File: config.mk
export PLATFORM = sky130hd
export DESIGN_NAME = led_pattern_gen
export DESIGN_NICKNAME = d
export VERILOG_FILES = /design/src/rtl/led_pattern_pkg.sv /design/src/rtl/led_pattern_ch.sv /design/src/rtl/led_pattern_gen.sv
export SDC_FILE = /design/constraint.sdc
export NUM_CORES = 1
export LEC_CHECK = 0
export CAP_MARGIN = 20
export CORE_MARGIN = 2
export CORE_UTILIZATION = 30
export DETAILED_ROUTE_END_ITERATION = 7
export MAX_ROUTING_LAYER = met4
export PLACE_DENSITY = 0.43
export REMOVE_ABC_BUFFERS = 1
export SKIP_LAST_GASP = 1
export SYNTH_ARGS = -nofsm -noshare
export SYNTH_HDL_FRONTEND = slang
export SYNTH_SLANG_ARGS = --single-unit
File: constraint.sdc
create_clock -name clk -period 2.2 [get_ports clk]
set_input_delay 0.22 -clock clk [delete_from_list [all_inputs] [get_ports clk]]
set_output_delay 0.22 -clock clk [all_outputs]
set_load 0.005 [all_outputs]
File: src/rtl/led_pattern_pkg.sv
// Shared types and configuration field layout for the LED pattern generator.
// The breathe feature is enabled by LED_PATTERN_BREATHE_EN.
package led_pattern_pkg;

    localparam int CFG_W    = 4;
    localparam int MODE_W   = 2;
    localparam int MODE_LSB = 0;
    localparam int RATE_W   = 2;
    localparam int RATE_LSB = 2;
    localparam int PHASE_W  = 4;
    localparam int SUB_W    = 3;

    typedef enum logic [MODE_W-1:0] {
        MODE_OFF     = 2'd0,
        MODE_ON      = 2'd1,
        MODE_BLINK   = 2'd2,
        MODE_BREATHE = 2'd3
    } mode_e;

    typedef enum logic {
        RAMP_UP   = 1'b0,
        RAMP_DOWN = 1'b1
    } ramp_state_e;

    // Last ramp sub-count before a level step: 2^rate strobes per step.
    function automatic logic [SUB_W-1:0] ramp_div_max(input logic [RATE_W-1:0] rate);
        case (rate)
            2'd0:    ramp_div_max = 3'd0;
            2'd1:    ramp_div_max = 3'd1;
            2'd2:    ramp_div_max = 3'd3;
            default: ramp_div_max = 3'd7;
        endcase
    endfunction

endpackage

File: src/rtl/led_pattern_ch.sv
// One LED channel: config register, blink phase, breathe ramp FSM and output register.
// Ramp FSM and PWM compare exist only when LED_PATTERN_BREATHE_EN is defined.
module led_pattern_ch
    import led_pattern_pkg::*;
#(
    parameter int PWM_W = 8
) (
    input  logic             clk,
    input  logic             reset_n,
    input  logic             en,
    input  logic             tick,
`ifdef LED_PATTERN_BREATHE_EN
    input  logic             ramp_strobe,
    input  logic [PWM_W-1:0] pwm_cnt,
`endif
    input  logic             cfg_we,
    input  logic [CFG_W-1:0] cfg_wdata,
    output logic [CFG_W-1:0] cfg,
    output logic             led
);

    mode_e              mode_r;
    logic [RATE_W-1:0]  rate_r;
    logic [PHASE_W-1:0] phase_r;
    logic               led_r;
    logic               led_nxt;
    logic               blink_s;

    assign blink_s = phase_r[rate_r];
    assign led     = led_r;

    // Config readback in the shared field layout
    always_comb begin
        cfg = {CFG_W{1'b0}};
        cfg[MODE_LSB +: MODE_W] = mode_r;
        cfg[RATE_LSB +: RATE_W] = rate_r;
    end

    // Configuration register; reset pattern is BLINK at the fastest rate
    always_ff @(posedge clk or negedge reset_n) begin
        if (!reset_n) begin
            mode_r <= MODE_BLINK;
            rate_r <= 2'd0;
        end else if (cfg_we) begin
            mode_r <= mode_e'(cfg_wdata[MODE_LSB +: MODE_W]);
            rate_r <= cfg_wdata[RATE_LSB +: RATE_W];
        end
    end

    // Blink phase advances on every prescaler tick regardless of mode
    always_ff @(posedge clk or negedge reset_n) begin
        if (!reset_n) begin
            phase_r <= 4'd0;
        end else if (tick) begin
            phase_r <= phase_r + 4'd1;
        end
    end

`ifdef LED_PATTERN_BREATHE_EN
    localparam logic [PWM_W-1:0] LEVEL_MAX  = {PWM_W{1'b1}};
    localparam logic [PWM_W-1:0] LEVEL_ZERO = {PWM_W{1'b0}};
    localparam logic [PWM_W-1:0] LEVEL_ONE  = PWM_W'(1'b1);

    ramp_state_e      state_r;
    ramp_state_e      state_nxt;
    logic [PWM_W-1:0] level_r;
    logic [PWM_W-1:0] level_nxt;
    logic [SUB_W-1:0] sub_r;
    logic [SUB_W-1:0] sub_nxt;
    logic             mode_change_s;

    assign mode_change_s = cfg_we && (cfg_wdata[MODE_LSB +: MODE_W] != mode_r);

    // Ramp state registers
    always_ff @(posedge clk or negedge reset_n) begin
        if (!reset_n) begin
            state_r <= RAMP_UP;
            level_r <= LEVEL_ZERO;
            sub_r   <= 3'd0;
        end else begin
            state_r <= state_nxt;
            level_r <= level_nxt;
            sub_r   <= sub_nxt;
        end
    end

    // A mode change restarts the ramp; otherwise step once every 2^rate strobes, never wrapping
    always_comb begin
        state_nxt = state_r;
        level_nxt = level_r;
        sub_nxt   = sub_r;
        if (mode_change_s) begin
            state_nxt = RAMP_UP;
            level_nxt = LEVEL_ZERO;
            sub_nxt   = 3'd0;
        end else if (ramp_strobe && (mode_r == MODE_BREATHE)) begin
            if (sub_r == ramp_div_max(rate_r)) begin
                sub_nxt = 3'd0;
                case (state_r)
                    RAMP_UP: begin
                        level_nxt = (level_r == LEVEL_MAX) ? level_r : level_r + LEVEL_ONE;
                        state_nxt = (level_r >= LEVEL_MAX - LEVEL_ONE) ? RAMP_DOWN : RAMP_UP;
                    end
                    RAMP_DOWN: begin
                        level_nxt = (level_r == LEVEL_ZERO) ? level_r : level_r - LEVEL_ONE;
                        state_nxt = (level_r <= LEVEL_ONE) ? RAMP_UP : RAMP_DOWN;
                    end
                    default: begin
                        state_nxt = RAMP_UP;
                        level_nxt = LEVEL_ZERO;
                    end
                endcase
            end else begin
                sub_nxt = sub_r + 3'd1;
            end
        end else begin
            sub_nxt = sub_r;
        end
    end
`endif

    // Output selection from the current mode
    always_comb begin
        led_nxt = 1'b0;
        case (mode_r)
            MODE_OFF:     led_nxt = 1'b0;
            MODE_ON:      led_nxt = 1'b1;
            MODE_BLINK:   led_nxt = blink_s;
`ifdef LED_PATTERN_BREATHE_EN
            MODE_BREATHE: led_nxt = (pwm_cnt < level_r);
`else
            MODE_BREATHE: led_nxt = blink_s;
`endif
            default:      led_nxt = 1'b0;
        endcase
    end

    // LED drive register, frozen while the generator is disabled
    always_ff @(posedge clk or negedge reset_n) begin
        if (!reset_n) begin
            led_r <= 1'b0;
        end else if (en) begin
            led_r <= led_nxt;
        end
    end

endmodule

File: src/rtl/led_pattern_gen.sv
// Multi-channel LED pattern generator: shared prescaler/PWM counter, per-channel pattern logic.
// Define LED_PATTERN_BREATHE_EN to build the BREATHE mode; otherwise mode 3 blinks.
module led_pattern_gen
    import led_pattern_pkg::*;
#(
    parameter  int NUM_CH = 10,
    parameter  int DIV_W  = 24,
    parameter  int PWM_W  = 8,
    localparam int ADDR_W = (NUM_CH > 1) ? $clog2(NUM_CH) : 1
) (
    input  logic              clk,
    input  logic              reset_n,
    input  logic              en,
    input  logic              cfg_we,
    input  logic [ADDR_W-1:0] cfg_addr,
    input  logic [CFG_W-1:0]  cfg_wdata,
    output logic [CFG_W-1:0]  cfg_rdata,
    output logic [NUM_CH-1:0] led
);

    logic [DIV_W-1:0] presc_r;
    logic             tick_s;
    logic [CFG_W-1:0] ch_cfg [NUM_CH];

    // Shared prescaler, wraps at all-ones
    always_ff @(posedge clk or negedge reset_n) begin
        if (!reset_n) begin
            presc_r <= {DIV_W{1'b0}};
        end else if (en) begin
            presc_r <= presc_r + DIV_W'(1'b1);
        end
    end

    assign tick_s = en && (&presc_r);

`ifdef LED_PATTERN_BREATHE_EN
    logic [PWM_W-1:0] pwm_r;
    logic             ramp_strobe_s;

    // Shared free-running PWM counter; its wrap paces the breathe ramps
    always_ff @(posedge clk or negedge reset_n) begin
        if (!reset_n) begin
            pwm_r <= {PWM_W{1'b0}};
        end else if (en) begin
            pwm_r <= pwm_r + PWM_W'(1'b1);
        end
    end

    assign ramp_strobe_s = en && (&pwm_r);
`endif

    for (genvar i = 0; i < NUM_CH; i++) begin : g_ch
        led_pattern_ch #(
            .PWM_W(PWM_W)
        ) u_ch (
            .clk        (clk),
            .reset_n    (reset_n),
            .en         (en),
            .tick       (tick_s),
`ifdef LED_PATTERN_BREATHE_EN
            .ramp_strobe(ramp_strobe_s),
            .pwm_cnt    (pwm_r),
`endif
            .cfg_we     (cfg_we && (cfg_addr == ADDR_W'(i))),
            .cfg_wdata  (cfg_wdata),
            .cfg        (ch_cfg[i]),
            .led        (led[i])
        );
    end

    // Readback mux; addresses beyond the last channel read as zero
    always_comb begin
        cfg_rdata = {CFG_W{1'b0}};
        for (int i = 0; i < NUM_CH; i++) begin
            cfg_rdata = cfg_rdata | (ch_cfg[i] & {CFG_W{cfg_addr == ADDR_W'(i)}});
        end
    end

endmodule

==> results of run 1 <==
-- final cells by class --
cell class              count  share of cell area (%)
repair buffers             88                   11.70
clock inverters            13                   2.201
multi-input cells         295                   35.88
well taps                 229                   3.969
flip-flops and latches    114                   39.71
inverters                   5                  0.2600
clock buffers              19                   6.275
-- layer usage --
metal	GRT usage [%]	share of wire [%]	vias up
met2	22.29	45	54
met5	-	0	-
li1	-	-	1749
met4	5.526	1.6	0
met1	21.98	51	1889
met3	3.453	3.1	19
-- registers in the layout, summed over array words and instances (netlist names) --
name and flops:
presc_r 24, g_ch.u_ch.mode_r 20, g_ch.u_ch.phase_r 40, g_ch.u_ch.rate_r 20, g_ch.u_ch.led 10
-- what timing repair did --
action / in CTS / in global routing
endpoints found under the setup margin: 16 / 19
gates resized for setup: 19 / 5
cloned: 1 / 2
hold endpoints to repair: 27 / 0
pin swaps: 0 / 3
setup buffers: 8 / 7
hold buffers: 1 / 0
-- layout by cell type (no fill, tap or decap), drive strengths merged, types with 15 or more instances in the layout --
| cell type | synthesis | layout |
|---|---|---|
| dfrtp | 104 | 104 |
| nand2 | 16 | 16 |
| nand3 | 29 | 29 |
| xnor2 | 16 | 16 |
| clkbuf | 8 | 21 |
| mux2i | 19 | 19 |
| mux2 | 53 | 53 |
| xor2 | 37 | 37 |
| clkdlybuf4s50 | 0 | 16 |
| nor2 | 20 | 20 |
| buf | 23 | 60 |
| nor3 | 15 | 15 |
-- through the flow --
step | setup TNS [ns] | utilization (%)
2_1_floorplan | -17.87 | -
3_3_place_gp | -9.948 | 34.82
3_5_place_dp | -7.277 | 34.82
4_1_cts | -0.1257 | 38.95
5_1_grt | 0 | 39.78
6_report | 0 | 39.78
-- cell families after synthesis --
group / count (synthesis) / share of synthesized area (%)
DFF: 114 / 51.29
and+or+nand+nor: 119 / 12.59
buffers and inverters: 36 / 3.472
AOI/OAI and AO/OA: 29 / 3.360
xor gates and xnor gates: 53 / 8.309
muxes: 83 / 18.52
adders and majority gates: 11 / 2.464
-- where the power goes --
group / internal [mW] / switching (mW) / total (mW)
Combinational: 0.521 / 0.345 / 0.867
Clock: 1.84 / 1.03 / 2.86
Sequential: 2.40 / 0.280 / 2.68
-- worst max path at each step --
stage	to	slack (ns)	depth (start not counted)
2_1_floorplan	g_ch[0].u_ch.phase_r[1]	-0.99	5
3_3_place_gp	cfg_rdata[0]	-0.37	6
3_5_place_dp	cfg_rdata[0]	-0.29	6
4_1_cts	cfg_rdata[0]	-0.13	4
5_1_grt	g_ch[6].u_ch.phase_r[1]	0.004	6
6_report	g_ch[2].u_ch.phase_r[1]	0.11	6
==> impl_metrics.tcl, run 1 <==
set metrics [dict create \
    outcome "finished, final reports clean" \
    crit_fanout 8 \
    insertedDiodeCount 0 \
    grtUsageTotal_pct 15.65 \
    critPathMaxStageDelay_ns 0.55 \
    rrSetupSlack_ns 0.11 \
    pre_cts_ws_ns -0.2892 \
    synth_warnings 0 \
    min_period_ns 2.090 \
    power_mw 6.407 \
    setup_viol 0 \
    drt_iter0_drc 174 \
    hold-worst-slack_ns 0.3029 \
    design_area_mm2 0.007218 \
    synth_area_mm2 0.005587 \
    synthFlopType "dfrtp_1" \
    worstSetupEndpointType "flop" \
    worstSetupStartpointType "flop" \
    hold_class "in -> async" \
    antenna_found_initial 0 \
    syn_area_per_cell_um2 12.55 \
    multi_input_area_mm2 0.002590 \
    cts.sinks 114 \
    grt_pass1_wl_mm 22.63 \
    vias_per_cell 4.864 \
    fmax_ghz 0.4785 \
    synth.distinct_cells 44 \
    die_w_um 140.5 \
    clk_path_buf_depth 2 \
    die_h_um 140.5 \
    grt_pass1_vias 3850 \
    tritoncts "done" \
    hold_viol_final 0 \
    power_density_mw_per_mm2 887.7 \
    wl_per_cell_um 18.89 \
    r2r_cells 6 \
    drc 0 \
    grt-ovfl-total 0 \
    crit_family "simple AND/OR/NAND/NOR gates" \
    critical_path_class "reg -> reg" \
    crit_slowest_cell "or4_4" \
    slew_headroom_pct 59.32 \
    register_area_mm2 0.002867 \
    grt_max_degree 41 \
    start_util_pct 30.78 \
    clkLatencyLatePin_ns 0.42 \
    htree_num_levels 4 \
    pin_count 26 \
    fp-row-count 49 \
    cts_root_buffer "clkbuf_16" \
    final_nets 544 \
    startpoint "presc_r[9]" \
    vias 3711 \
    coreArea_mm2 0.01815 \
    synth-async-reset-ratio_pct 100.0 \
    fillCellCount 1727 \
    worst_slew_pin_slew_ns 0.6083 \
    yosysMostFrequentCell "dfrtp_1" \
    numCtsBuffers 17 \
    cp.required_ns 2.50 \
    dr.pass1.iters 4 \
    dp.cells 712 \
    post_route_cells_drive_above_1_share_pct 33.71 \
    fin_ws_ns 0.1099 \
    dieArea_mm2 0.01973 \
    r2r_end "g_ch[2].u_ch.phase_r[1]" \
    clk_pin_slew_ns 0.06 \
    fin_cells 763 \
    area_growth_pct 29.20 \
    ys_ff_latch 114 \
    ant_nets 0 \
    hpwl_mm 9.531 \
    yosysSeqAreaShare_pct 51.29 \
    synth_commonest_cells "104 x dfrtp_1, 43 x mux2_2, 37 x xor2_1, 29 x nand3_1, 20 x nor2_1" \
    yosys.area.top_type "dfrtp_1" \
    routed_wirelength_mm 14.41 \
    skew_ns 0.006346 \
    p_leak_nw 3.404 \
    reg2reg_from "presc_r[9]" \
    cp_num_buf_inv 2 \
    synthTopCellsByArea "dfrtp_1 47%, mux2_2 8.7%, xor2_1 5.8%" \
    crit_chain "nand4_1 > or4_4 > nor3_4 > buf_12 > clkbuf_16 > mux2_4" \
    port_buffers 25 \
    synthCells 445 \
    gp_congestion 0.8067 \
    arrival_ns 2.39 \
    drv_slew 0 \
    place_area_mm2 0.006320 \
    rsz0062_at_grt "false" \
    yosysTopAreaCellShare_pct 46.58 \
    synth_edf_count 0 \
    maxCapViolCount 0 \
    vdd_drop_max_mv 0.4034 \
    fin_crit_sh_pct 95.00 \
]
Power figures use the tool's default switching activity.
==> run 2: changes to the inputs <==
--- a/config.mk
+++ b/config.mk
@@ -8,6 +8,7 @@
 export CAP_MARGIN = 20
 export CORE_MARGIN = 2
 export CORE_UTILIZATION = 30
+export CTS_CLUSTER_DIAMETER = 80
 export DETAILED_ROUTE_END_ITERATION = 7
 export MAX_ROUTING_LAYER = met4
 export PLACE_DENSITY = 0.43
==> results of run 2 <==
The final DEF is identical to that of run 1; final timing and power are the same.
==> run 3: changes to the inputs <==
--- a/config.mk
+++ b/config.mk
@@ -6,12 +6,14 @@
 export NUM_CORES = 1
 export LEC_CHECK = 0
 export CAP_MARGIN = 20
+export CELL_PAD_IN_SITES_DETAIL_PLACEMENT = 1
+export CELL_PAD_IN_SITES_GLOBAL_PLACEMENT = 1
 export CORE_MARGIN = 2
 export CORE_UTILIZATION = 30
 export CTS_CLUSTER_DIAMETER = 80
 export DETAILED_ROUTE_END_ITERATION = 7
 export MAX_ROUTING_LAYER = met4
-export PLACE_DENSITY = 0.43
+export PLACE_DENSITY = 0.5
 export REMOVE_ABC_BUFFERS = 1
 export SKIP_LAST_GASP = 1
 export SYNTH_ARGS = -nofsm -noshare
==> impl_metrics.tcl, run 3 (synthesis gave the netlist of run 1 again) <==
set metrics [dict create \
    worstSetupStartpointType "flop" \
    routed_wirelength_mm 14.29 \
    die_w_um 140.5 \
    coreArea_mm2 0.01815 \
    place_area_mm2 0.006350 \
    setup_viol 0 \
    die_h_um 140.5 \
    grt-ovfl-total 0 \
    dp.cells 716 \
    worst_slew_pin_slew_ns 0.6061 \
    cts_root_buffer "clkbuf_16" \
    gp_congestion 0.8175 \
    pin_count 26 \
    drc 0 \
    vdd_drop_max_mv 0.4760 \
    post-route-util_pct 39.40 \
    critical_path_class "reg -> reg" \
    antenna_found_initial 0 \
    layout_common_cells "104 x dfrtp_1, 56 x buf_4, 43 x mux2_2" \
    worstSetupEndpoint "g_ch[9].u_ch.phase_r[1]" \
    htree_num_levels 4 \
    grt_pass1_vias 4058 \
    r2r_end "g_ch[9].u_ch.phase_r[1]" \
    skew_ns 0.009797 \
    route.met3.wl_um 373 \
    dr.pass1.iters 4 \
    cts.sinks 114 \
    clk_pin_slew_ns 0.06 \
    hold-worst-slack_ns 0.3652 \
    top_layer "met4" \
    fp-row-count 49 \
    setup_tns_ns 0 \
    drt-met1-wl_mm 7.302 \
    hpwl_mm 10.17 \
    r2r_cells 6 \
    wl_per_cell_um 18.75 \
    crit_fanout 7 \
    hold_viol_final 0 \
    hold_class "in -> async" \
    worstSetupEndpointType "flop" \
    startpoint "presc_r[9]" \
    final_common_cell "dfrtp_1" \
    tritoncts "done" \
    top_regs "g_ch.u_ch.phase_r: 40 flops, presc_r: 24 flops" \
    p_leak_nw 3.388 \
    drv_slew 0 \
    largest_reg_flops 40 \
    design_area_mm2 0.007149 \
    numCtsBuffers 17 \
    grt_pass1_wl_mm 23.29 \
    fin_cells 762 \
    dieArea_mm2 0.01973 \
    rsz0062_at_grt "false" \
    insertedDiodeCount 0 \
    cp.required_ns 2.49 \
    drt_iter0_drc 133 \
    maxCapViolCount 0 \
    rrSetupSlack_ns 0.09 \
    fin_crit_sh_pct 95.91 \
    clkLatencyLatePin_ns 0.41 \
    port_buffers 25 \
    top_register "g_ch.u_ch.phase_r" \
    grt_max_degree 46 \
    clk_path_buf_depth 2 \
    vias 3756 \
    grtUsageTotal_pct 15.98 \
    start_util_pct 30.78 \
    reg2reg_from "presc_r[9]" \
    vias_per_cell 4.929 \
    area_growth_pct 27.97 \
    dr_wl_met2_mm 6.432 \
    final_nets 543 \
    post_route_cells_drive_above_1_share_pct 33.40 \
    slew_headroom_pct 59.60 \
    power_density_mw_per_mm2 895.7 \
    fmax_ghz 0.4739 \
    arrival_ns 2.40 \
    ant_nets 0 \
    min_period_ns 2.110 \
    outcome "finished, final reports clean" \
]
[run 3: worst max-delay path, cell delays in order (launching register included)]
cell and delay, ns:
dfrtp_1 0.42, nand4_1 0.21, or4_4 0.58, nor3_4 0.18
buf_4 0.16, buf_12 0.12, mux2_1 0.32
[run 3: area by class of cell]
class | instances | area [um^2]
clock buffer | 23 | 498.0
clock inverter | 9 | 126.4
fill | 1895 | 11000
inverter | 5 | 18.77
multi-input combinational | 295 | 2582
sequential | 114 | 2865
tap | 229 | 286.5
timing repair buffer | 87 | 772.0
[run 3: report_power, final]
part           internal [mW]  leakage, nW  switching, mW
registers               2.40         1.47          0.273
logic                  0.502         1.61          0.324
clock network           1.92        0.309          0.983
total                   4.82         3.39           1.58
[run 3: metrics by stage]
step	setup slack [ns]	total power, mW
global placement	-0.3100	3.497
floorplan	-0.9923	3.060
finish	0.09003	6.403
detailed placement	-0.2787	3.518
CTS	-0.06232	6.502
global route	0.006515	6.715
[run 3: how the worst min path moves through the flow]
stage                        endpoint  slack, ns    start  cells past startpoint
2_1_floorplan        g_ch[0].u_ch.led      -0.08  reset_n                      0
3_3_place_gp         g_ch[1].u_ch.led       0.27  reset_n                      1
3_5_place_dp         g_ch[1].u_ch.led       0.28  reset_n                      1
4_1_cts              g_ch[5].u_ch.led       0.37  reset_n                      2
5_1_grt        g_ch[5].u_ch.mode_r[0]       0.41  reset_n                      2
6_report             g_ch[4].u_ch.led       0.37  reset_n                      2
[run 3: metal layers]
layer / up-vias / global-route usage, %
li1: 1759 / -
met1: 1932 / 22.63
met2: 47 / 23.09
met3: 18 / 3.453
met4: 0 / 4.737
met5: - / -
[run 3: what timing repair did]
action,in CTS,in global routing
endpoints found under the hold margin,33,0
gates cloned,0,1
endpoints found under the setup margin,19,23
resized for setup,21,4
buffers inserted,5,7
pin swaps,2,4
hold buffers,1,0
